<file path="src/rtl/muldiv_unit.sv">
// Iterative RV32M multiply/divide: radix-2 shift-add multiply and restoring divide,
// one bit per cycle, with a single-cycle path for divide-by-zero and signed overflow.
//
// state  | meaning
// S_IDLE | no operation
// S_CALC | iterating, one product/quotient bit per cycle
// S_DONE | result ready, one-cycle done
module muldiv_unit #(
  parameter int XLEN = 32
) (
  input  logic            clk,
  input  logic            rst_n,
  input  logic            start,
  input  logic [2:0]      funct3,
  input  logic [XLEN-1:0] a,
  input  logic [XLEN-1:0] b,
  input  logic            flush,
  output logic            busy,
  output logic            done,
  output logic [XLEN-1:0] result
);

  localparam int CW = $clog2(XLEN + 1);

  typedef enum logic [1:0] {S_IDLE, S_CALC, S_DONE} state_e;

  state_e            state_q, state_d;
  logic [2:0]        op_q, op_d;
  logic              sa_q, sa_d, sb_q, sb_d;
  logic [CW-1:0]     cnt_q, cnt_d;
  logic [XLEN-1:0]   opa_q, opa_d, opb_q, opb_d;
  logic [2*XLEN-1:0] acc_q, acc_d;
  logic [XLEN-1:0]   result_q, result_d;

  logic              accept, last_iter;
  logic              a_signed, b_signed, sa_in, sb_in;
  logic [XLEN-1:0]   a_mag, b_mag;
  logic              div_zero, div_ovf, fast;
  logic [XLEN-1:0]   fast_res;
  logic [XLEN:0]     mul_sum, div_cand, div_diff;
  logic              div_ge;
  logic [2*XLEN-1:0] mul_acc, div_acc, iter_acc, prod_fix;
  logic [XLEN-1:0]   quo, rem, final_res;

  assign accept    = start && !flush && (state_q != S_CALC);
  assign last_iter = (cnt_q == CW'(1));

  // Operand conditioning: signed inputs become magnitudes plus a recorded sign.
  always_comb begin
    a_signed = funct3[2] ? !funct3[0] : (funct3 != 3'd3);
    b_signed = funct3[2] ? !funct3[0] : !funct3[1];
    sa_in    = a_signed && a[XLEN-1];
    sb_in    = b_signed && b[XLEN-1];
    a_mag    = sa_in ? -a : a;
    b_mag    = sb_in ? -b : b;
    div_zero = funct3[2] && (b == '0);
    div_ovf  = funct3[2] && !funct3[0] && (a == {1'b1, {(XLEN-1){1'b0}}}) && (b == '1);
    fast     = div_zero || div_ovf;
    if (div_zero) fast_res = funct3[1] ? a : '1;
    else          fast_res = funct3[1] ? '0 : a;
  end

  // Multiply keeps the running product in acc; divide keeps {remainder, dividend/quotient}.
  always_comb begin
    mul_sum  = {1'b0, acc_q[2*XLEN-1:XLEN]} + (opb_q[0] ? {1'b0, opa_q} : '0);
    mul_acc  = {mul_sum, acc_q[XLEN-1:1]};
    div_cand = acc_q[2*XLEN-1:XLEN-1];
    div_diff = div_cand - {1'b0, opa_q};
    div_ge   = (div_cand >= {1'b0, opa_q});
    div_acc  = {(div_ge ? div_diff[XLEN-1:0] : div_cand[XLEN-1:0]), acc_q[XLEN-2:0], div_ge};
    iter_acc = op_q[2] ? div_acc : mul_acc;
    prod_fix = (sa_q ^ sb_q) ? -iter_acc : iter_acc;
    quo      = iter_acc[XLEN-1:0];
    rem      = iter_acc[2*XLEN-1:XLEN];
    case (op_q)
      3'd0:          final_res = prod_fix[XLEN-1:0];
      3'd4:          final_res = (sa_q ^ sb_q) ? -quo : quo;
      3'd5:          final_res = quo;
      3'd6:          final_res = sa_q ? -rem : rem;
      3'd7:          final_res = rem;
      default:       final_res = prod_fix[2*XLEN-1:XLEN];
    endcase
  end

  always_comb begin
    state_d = state_q;
    if (flush) begin
      state_d = S_IDLE;
    end else begin
      case (state_q)
        S_IDLE:  if (start) state_d = fast ? S_DONE : S_CALC;
        S_CALC:  if (last_iter) state_d = S_DONE;
        S_DONE:  state_d = start ? (fast ? S_DONE : S_CALC) : S_IDLE;
        default: state_d = S_IDLE;
      endcase
    end
  end

  always_comb begin
    op_d     = op_q;
    sa_d     = sa_q;
    sb_d     = sb_q;
    cnt_d    = cnt_q;
    opa_d    = opa_q;
    opb_d    = opb_q;
    acc_d    = acc_q;
    result_d = result_q;
    if (accept) begin
      op_d  = funct3;
      sa_d  = sa_in;
      sb_d  = sb_in;
      cnt_d = CW'(XLEN);
      opa_d = funct3[2] ? b_mag : a_mag;
      opb_d = b_mag;
      acc_d = funct3[2] ? {{XLEN{1'b0}}, a_mag} : '0;
      if (fast) result_d = fast_res;
    end else if (state_q == S_CALC && !flush) begin
      cnt_d = cnt_q - CW'(1);
      opb_d = opb_q >> 1;
      acc_d = iter_acc;
      if (last_iter) result_d = final_res;
    end
  end

  always_ff @(posedge clk or negedge rst_n) begin
    if (!rst_n) state_q <= S_IDLE;
    else        state_q <= state_d;
  end

  always_ff @(posedge clk or negedge rst_n) begin
    if (!rst_n) begin
      op_q     <= '0;
      sa_q     <= 1'b0;
      sb_q     <= 1'b0;
      cnt_q    <= '0;
      opa_q    <= '0;
      opb_q    <= '0;
      acc_q    <= '0;
      result_q <= '0;
    end else begin
      op_q     <= op_d;
      sa_q     <= sa_d;
      sb_q     <= sb_d;
      cnt_q    <= cnt_d;
      opa_q    <= opa_d;
      opb_q    <= opb_d;
      acc_q    <= acc_d;
      result_q <= result_d;
    end
  end

  always_comb begin
    busy   = (state_q == S_CALC);
    done   = (state_q == S_DONE);
    result = result_q;
  end

endmodule

</file>
<file path="config.mk">
export PLATFORM = sky130hd
export DESIGN_NAME = muldiv_unit
export DESIGN_NICKNAME = d
export VERILOG_FILES = /design/src/rtl/muldiv_unit.sv
export SDC_FILE = /design/constraint.sdc
export NUM_CORES = 1
export LEC_CHECK = 0
export BUFFER_PORTS_ARGS = -buffer_cell sky130_fd_sc_hd__buf_2
export CAP_MARGIN = 15
export CELL_PAD_IN_SITES_DETAIL_PLACEMENT = 1
export CELL_PAD_IN_SITES_GLOBAL_PLACEMENT = 1
export CORE_MARGIN = 2
export CORE_UTILIZATION = 47
export CTS_CLUSTER_DIAMETER = 120
export DETAILED_ROUTE_END_ITERATION = 8
export PLACE_DENSITY_LB_ADDON = 0.1
export RECOVER_POWER = 50
export SKIP_CTS_REPAIR_TIMING = 1
export SLEW_MARGIN = 20
export SYNTH_ARGS = -nofsm -noshare
export SYNTH_HDL_FRONTEND = slang
export SYNTH_SLANG_ARGS = --single-unit
</file>
<file path="constraint.sdc">
create_clock -name clk -period 6.6 [get_ports clk]
set_input_delay 0.66 -clock clk [delete_from_list [all_inputs] [get_ports clk]]
set_output_delay 0.66 -clock clk [all_outputs]
set_load 0.03 [all_outputs]
</file>
# Yosys cells after proc, flatten, opt, wreduce, memory -nomap -nowiden
# Cells that the tools add are included.
# W data, S select, Z words.
[classes]
n_addsub = 8
magnitude_cmp = 1
eq_ne = 14
n_mux = 32
bitwise = 1
n_reduce_logical = 20
[ops]
columns = ["op", "n"]
rows = [
  ["$mux W32", 17],
  ["$mux W64", 4],
  ["$pmux W32 S5", 1],
  ["$neg A32 Y32", 4],
  ["$eq A32 B32 Y1 const B", 2],
  ["$neg A64 Y64", 1],
  ["$add A32 B32 Y33", 1],
  ["$ge A33 B32 Y1", 1],
  ["$logic_not A32 Y1", 1],
  ["$sub A32 B32 Y32", 1],
  ["$eq A3 B3 Y1 const B", 4],
  ["$mux W6", 2],
  ["$mux W2", 5],
  ["$logic_and A1 B1 Y1", 9],
  ["$eq A6 B1 Y1 const B", 1],
  ["$ne A3 B2 Y1 const B", 2],
  ["$pmux W2 S3", 1],
  ["$sub A6 B1 Y6 const B", 1],
  ["$ne A2 B1 Y1 const B", 2],
  ["$reduce_bool A2 Y1", 2],
  ["$logic_not A1 Y1", 3],
  ["$logic_not A3 Y1", 1],
  ["$ne A3 B3 Y1 const B", 1],
  ["$reduce_and A3 Y1", 1],
  ["7 further kinds", 8],
]
[totals]
ff_bits = 173

# Depth between registers and ports, before layout
# Gate-level depths: netlist of the first run.
[logic_depth]
depth_word = 9
ltp_mapped = 24
mapped_depth_nobuf = 22

# Worst setup path after synthesis of the first run
# OpenSTA, ideal clock, no wires.
[synth_timing]
path_kind = "reg2reg"
startpoint = "register acc_q[37]"
endpoint = "register result_q[26], in the netlist result[26]"
arrival_time_ns = 4.920
path_slack_ns = 1.534
stages_incl_launch_ff = 21
n_path_buf = 1
synth_period_minus_slack_ns = 5.066
path_cell_list = "dfrtp_1 ha_1 a21o_1 a32oi_1 nor2b_1 a211o_4 a211oi_2 buf_2 nor2_2 o31ai_2 ha_1 inv_1 or4_1 a21oi_1 a211o_1 nand3_1 nor4_1 a31oi_1 xor2_1 a221oi_1 a311oi_1"
[synth_via]
elab_chain_cells = 9
[synth_lines]
columns = ["item", "line", "source"]
rows = [
  ["from (decl)", "32", "logic [2*XLEN-1:0] acc_q, acc_d;"],
  ["from (signal assigned)", "138", "acc_q <= '0;"],
  ["from (signal assigned)", "147", "acc_q <= acc_d;"],
  ["$sub A32 B32 Y32 / $ge A33 B32 Y1 (equally long branches)", "68, 69", ""],
  ["$mux W32", "70", "div_acc = {(div_ge ? div_diff[XLEN-1:0] : div_cand[XLEN-1:0]), acc_q[XLEN-2:0], div_ge};"],
  ["$mux W64 *", "71", "iter_acc = op_q[2] ? div_acc : mul_acc;"],
  ["$neg A64 Y64 / $neg A32 Y32 (equally long branches)", "72, 79", ""],
  ["$mux W64 / $mux W32 (equally long branches)", "72, 79", ""],
  ["$pmux W32 S5 *", "75", "case (op_q)"],
  ["$mux W32 *", "121", "if (last_iter) result_d = final_res;"],
  ["$mux W32 *", "117", "end else if (state_q == S_CALC && !flush) begin"],
  ["$mux W32 *", "108", "if (accept) begin"],
  ["to (signal assigned)", "148", "result_q <= result_d;"],
  ["to (decl)", "33", "logic [XLEN-1:0] result_q, result_d;"],
]
# Mark *: on every way between the ends. The rest lies on a longest branch, timed or not. The select of a mux whose other input is x is not followed.
# A chain may end at the register's enable or synchronous reset.

# Final worst setup path of the first run
[layout_timing]
startpoint = "register acc_q[41]"
endpoint = "register result_q[0], in the netlist result[0]"
[layout_via]
elab_chain_cells = 9
[layout_lines]
columns = ["item", "line", "source"]
rows = [
  ["$ge A33 B32 Y1 *", "69", "div_ge = (div_cand >= {1'b0, opa_q});"],
  ["$mux W32", "70", ""],
  ["$mux W64 *", "71", ""],
  ["$neg A64 Y64 / $neg A32 Y32 (equally long branches)", "72, 79", ""],
  ["$mux W64 / $mux W32 (equally long branches)", "72, 79", ""],
  ["$pmux W32 S5 *", "75", ""],
  ["$mux W32 *", "121", ""],
  ["$mux W32 *", "117", ""],
  ["$mux W32 *", "108", ""],
]
# Marks and branches as above.

==> flow_summary.ini, run 1 <==
[global_routing]
grt-ovfl-total = 0
antenna_found_initial = 3
grt_start_max_net_pins = 84
grt_pass1_vias = 19300
grt_pass1_wl_um = 125000
groute.usage.overall_pct = 43.7

[die]
die_w_um = 198
core_region_area_um2 = 37400
io_pins = 105
start_util_pct = 47.3
die_area_um2 = 39200
die_y_um = 198
row_count = 71

[timing]
finalSetupTns_ns = 0
worst_pin_slew_ns = 2.82
fmax_mhz = 164
rsz0062_at_grt = no
period_share_pct = 92.6
min_period_ns = 6.11
final_hold_viol_count = 0
drv_slew = 178
skew_ns = 0.0239
setup_viol = 0
relSlewSlack_pct = -87.8

[critical_path]
required_ns = 7.05
cp.arrival_ns = 6.56
worstReg2RegStart = acc_q[41]$_DFFE_PN0P_
critPathKind = flop to flop
worstSetupStartpointType = flop
crit_path_max_fanout = 10
crit_start = acc_q[41]$_DFFE_PN0P_
endpoint_kind = flop

[logic_synthesis]
synth.avg_cell_area_um2 = 7.45
ys.warnings.count = 0
synth_most_common_cell = o21ai_0
syn_nets = 2519
ys_seq_area_share_pct = 24.5
synth_flop_cell = dfrtp_1
synth_top_area_share_pct = 24.5
syn_area_um2 = 17700
yosysTopAreaCell = dfrtp_1
synth_seq_cells = 173
synth_area_leaders = dfrtp_1, o21ai_0, a21oi_1
synth_edf_count = 0
synth_common_cells = o21ai_0, nand2_1, a21oi_1, nor2_1, dfrtp_1
async_flop_share_pct = 100
synth_cell_type_count = 88
syn_inst = 2375

[power]
powerDensity_nw_per_um2 = 430
p_clk_share_pct = 12.9
p_seq_share_pct = 20.3
power.internal_uw = 3640
p_switching_uw = 4620
ir_drop_mv = 0.268
cellLeakagePower_uw = 0.00802
combPwrFrac_pct = 66.9
finalPower_uw = 8270
p_sw_share_pct = 55.9

[routing]
route.met3.wl_um = 9100
ant_nets = 0
detail_route.wl_per_cell_um = 29.3
top_layer_used = met5
drc = 0
wl_met1_um = 34800
vias_per_cell = 6.84
dr.pass1.iters = 6
vias = 20000
totalWireLength_um = 85600
drt-initial-drc-count = 1958
wl_met2_um = 35600

[clock_network]
path_clk_slew_ns = 0.08
cts_made_buffers = 17
cts-root-buf = clkbuf_16
cts_sinks = 173
h-tree-depth = 4
tritoncts = built
clk_path_buf_depth = 2
clkLatencyLatePin_ns = 0.52

[finish]
utilization_pct = 51.5
drive_gt1_share_pct = 9.64
final_nets = 2537
area_delta_synth_final_pct = 8.83

[run]
drv_cap = 3

[status]
run_status = finished, violations left
violations = max-capacitance violations, max-slew violations

[worst_hold_path]
hold_path_class = input port to flop
hp-start = flush

[place]
hpwl_um = 65700
portBuffers = 104
gp_congestion = 0.986
layer usage:
layer	vias to the layer above	GRT usage [%]
met3	233	13.6
li1	8791	-
met4	4	27.2
met1	9921	56.0
met2	1024	63.8
met5	-	2.55
layout make-up:
type,count,area [um^2]
inverter,67,251
timing repair buffer,160,913
antenna,2,5.00
multi-input combinational,1974,12500
sequential,173,4330
clock buffer,18,439
fill,4758,18200
clock inverter,14,144
tap,511,639
cell usage in the layout, fill, tap and decap left out, drive strengths merged, types with 13 or more instances in the layout:
cell type	n
dfrtp	173
nor3	61
buf	140
nand3	64
ha	71
o21ai	251
o211ai	49
inv	74
mux2i	42
or4	13
nor2	209
a21o	27
clkbuf	38
xor2	94
or3	17
a22o	28
xnor2	92
o31ai	35
nand2	243
nor4	26
a22oi	41
o22ai	25
nor2b	14
and3	22
and2	44
or2	17
a31oi	32
a221o	16
nand4	26
a211oi	17
a21oi	217
flip-flops by register name (all words and copies together), names as in the netlist:
| register | count |
|---|---|
| op_q | 3 |
| opa_q | 32 |
| state_q | 2 |
| cnt_q | 6 |
| sa_q | 1 |
| result | 32 |
| opb_q | 32 |
| sb_q | 1 |
| acc_q | 64 |
cell families after synthesis:
group,after synthesis,share of synthesized area [%]
compound gates,867,31.4
buf+inv,228,5.09
simple gates,793,21.4
fa+ha+maj,74,5.31
mux,54,3.14
xor+xnor,186,9.21
flops,173,24.5
path summary, 6_finish.rpt:
kind / end / cells past startpoint / slack (ns)
min in group asynchronous: result[21]$_DFFE_PN0P_ / 1 / 1.03
hold / removal: state_q[1]$_DFFE_PN0P_ / 2 / 0.41
setup / recovery: result[0]$_DFFE_PN0P_ / 21 / 0.49
setup reg to reg: result[0]$_DFFE_PN0P_ / 21 / 0.49
max in group asynchronous: op_q[2]$_DFFE_PN0P_ / 2 / 2.38
hold reg to reg: result[0]$_DFFE_PN0P_ / 1 / 0.49
power by group through the flow:
| stage | Clock, uW | Combinational (uW) | Sequential (uW) |
|---|---|---|---|
| global route | 1100 | 5860 | 1700 |
| CTS | 1070 | 5350 | 1660 |
| floorplan | 0 | 3420 | 1650 |
| finish | 1060 | 5530 | 1680 |
| global placement | 0 | 5210 | 1650 |
| detailed placement | 0 | 5310 | 1670 |
per-stage QoR:
step                      hold slack [ns]  instances  worst slack, ns  area [um^2]
after floorplan                     0.364       2375             1.53        17700
after global placement              0.460       2885            0.789        18700
after detailed placement            0.466       2885            0.652        18700
after CTS                          0.0776       2917            0.593        19300
after global routing                0.425       2917           0.0956        19200
final                               0.414       2919            0.491        19200
critical path, stage by stage, from the launching register on:
cell and delay, ns:
dfrtp_1 0.43, ha_1 0.45, a21oi_1 0.30, o21ai_0 0.18, a21o_1 0.22, a211o_4 0.37, a211oi_4 0.48, nor2_1 0.12
a21oi_1 0.21, ha_1 0.23, nand2_1 0.07, or2_2 0.31, nor4_1 0.53, nand3_1 0.37, nor2_1 0.35, nand2_1 0.31
nand2_1 0.18, xnor2_1 0.08, a211oi_1 0.25, nor3_1 0.11, a211oi_1 0.38, a21o_1 0.12
No activity file was read; power rests on OpenSTA's default activity.
==> run 2, diff against run 1 <==
Settings changed: MAX_ROUTING_LAYER from default to met4.
==> run 2 against run 1 <==
The flow still finishes with violations (max-capacitance violations, max-slew violations). Power grew 1.3%. Count of clock-buffer cells in the layout is the same. First-iteration DRC count grew 16%. Critical path depth is the same. Sequential power is essentially flat. Setup slack lost 0.16 ns. Clock skew shrank 0.010 ns. Fmax shrank 2.5%. Routed wire length grew 0.74%. Global-route usage grew 1.8 points. Sequential share of layout area shrank 0.053 points. Design area grew 0.23%. Critical endpoint unchanged. Largest power group unchanged. Highest routed layer is now met4.
==> flow_summary.ini, run 2 (synthesis gave the netlist of run 1 again) <==
[routing]
drt-initial-drc-count = 2276
totalWireLength_um = 86200
top_layer_used = met4
detail_route.wl_per_cell_um = 29.5
dr.pass1.iters = 5
wl_met2_um = 35900
ant_nets = 0
route.met3.wl_um = 8500
wl_met1_um = 36100
vias = 19900
vias_per_cell = 6.80
drc = 0

[power]
cellLeakagePower_uw = 0.00799
combPwrFrac_pct = 66.1
p_clk_share_pct = 14.0
p_seq_share_pct = 19.9
p_sw_share_pct = 55.1
powerDensity_nw_per_um2 = 434
ir_drop_mv = 0.213
p_switching_uw = 4620
power.internal_uw = 3760

[global_routing]
antenna_found_initial = 1
grt_pass1_wl_um = 127000
grt_pass1_vias = 19700
grt-ovfl-total = 0
grt_start_max_net_pins = 109
groute.usage.overall_pct = 45.5

[finish]
layout_commonest_cell = o21ai_0
regMostFlops = acc_q
layout_common_cells = o21ai_0, nand2_1, a21oi_1
area_delta_synth_final_pct = 9.09
largest_reg_flops = 64
final_cells = 2919
final_nets = 2539
antenna_cells = 0
drive_gt1_share_pct = 8.97
filler_cell_count = 4750

[critical_path]
endpoint_kind = flop
critPathKind = flop to flop
cp.arrival_ns = 6.71
worstSetupStartpointType = flop
required_ns = 7.05
crit_path_max_fanout = 10

[die]
die_w_um = 198
row_count = 71
io_pins = 105
start_util_pct = 47.3
die_area_um2 = 39200
core_region_area_um2 = 37400
die_y_um = 198

[clock_network]
tritoncts = built
clkLatencyLatePin_ns = 0.51
path_clk_slew_ns = 0.08
h-tree-depth = 4
cts_sinks = 173
cts-root-buf = clkbuf_16
clk_path_buf_depth = 2
cts_made_buffers = 17

[timing]
final_hold_viol_count = 0
relSlewSlack_pct = -155
finalSetupTns_ns = 0
period_share_pct = 94.9
setup_viol = 0
fmax_mhz = 160
min_period_ns = 6.26
rsz0062_at_grt = no
drv_slew = 67
skew_ns = 0.0135
worst_pin_slew_ns = 3.83

[status]
run_status = finished, violations left
violations = max-capacitance violations, max-slew violations

[place]
dpl.cell_count = 2887
portBuffers = 104
gp_congestion = 1.03
hpwl_um = 65300

[worst_hold_path]
hold_path_class = input port to async pin

[run]
drv_cap = 1
run 2: metal layers:
layer  track usage, %  up-vias
met3             11.4      206
met5                -        -
met2             64.6     1013
li1                 -     8798
met4             27.7        0
met1             58.2     9839
run 2: worst max-delay path, cell delays in order, from the launching register on:
cell and delay, ns:
dfrtp_1 0.44, ha_1 0.41, a21oi_1 0.30, nand2_1 0.18
o2111a_1 0.29, a211o_4 0.33, a211oi_4 0.56, nor2_1 0.13
a21oi_1 0.22, ha_1 0.23, nand2_1 0.07, or2_2 0.32
nor4_1 0.52, nand3_1 0.38, nor2_1 0.38, nand2_1 0.29
nand2_1 0.17, xnor2_1 0.08, a211oi_1 0.25, nor3_1 0.11
a211oi_1 0.38, a21o_1 0.12
run 2: cell type report:
cell class	instances	area [um^2]	share of cell area, %
Clock buffer	18	429	2.22
Clock inverter	14	205	1.06
Inverter	67	251	1.30
Multi-Input combinational cell	1974	12500	64.9
Sequential cell	173	4330	22.5
Tap cell	511	639	3.31
Timing Repair Buffer	162	920	4.77
run 2: through the flow:
| stage | util, % | total power (uW) | cell area, um^2 | setup WS (ns) | hold WS [ns] |
|---|---|---|---|---|---|
| after global placement | 50.0 | 6870 | 18700 | 0.665 | 0.459 |
| after CTS | 51.7 | 8190 | 19300 | 0.398 | 0.327 |
| after floorplan | - | 5070 | 17700 | 1.53 | 0.364 |
| final | 51.6 | 8370 | 19300 | 0.335 | 0.224 |
| after global routing | 51.6 | 8770 | 19300 | 0.00822 | 0.350 |
| after detailed placement | 50.0 | 6990 | 18700 | 0.481 | 0.469 |
run 2: worst paths after layout:
kind,startpoint,endpoint,slack [ns],depth (start not counted)
setup reg to reg,acc_q[35]$_DFFE_PN0P_,result[0]$_DFFE_PN0P_,0.34,21
hold / removal,rst_n,result[28]$_DFFE_PN0P_,0.22,1
max in group asynchronous,rst_n,result[1]$_DFFE_PN0P_,2.21,2
hold reg to reg,opb_q[10]$_DFFE_PN0P_,opb_q[9]$_DFFE_PN0P_,0.50,2
setup / recovery,acc_q[35]$_DFFE_PN0P_,result[0]$_DFFE_PN0P_,0.34,21
min in group clk,flush,state_q[1]$_DFFE_PN0P_,0.42,2
run 2: power groups by stage:
stage	clock (uW)	combinational, uW	sequential, uW
2_1_floorplan	0	3420	1650
3_3_place_gp	0	5230	1640
3_5_place_dp	0	5330	1660
4_1_cts	1180	5370	1650
5_1_grt	1210	5860	1700
6_report	1170	5530	1670
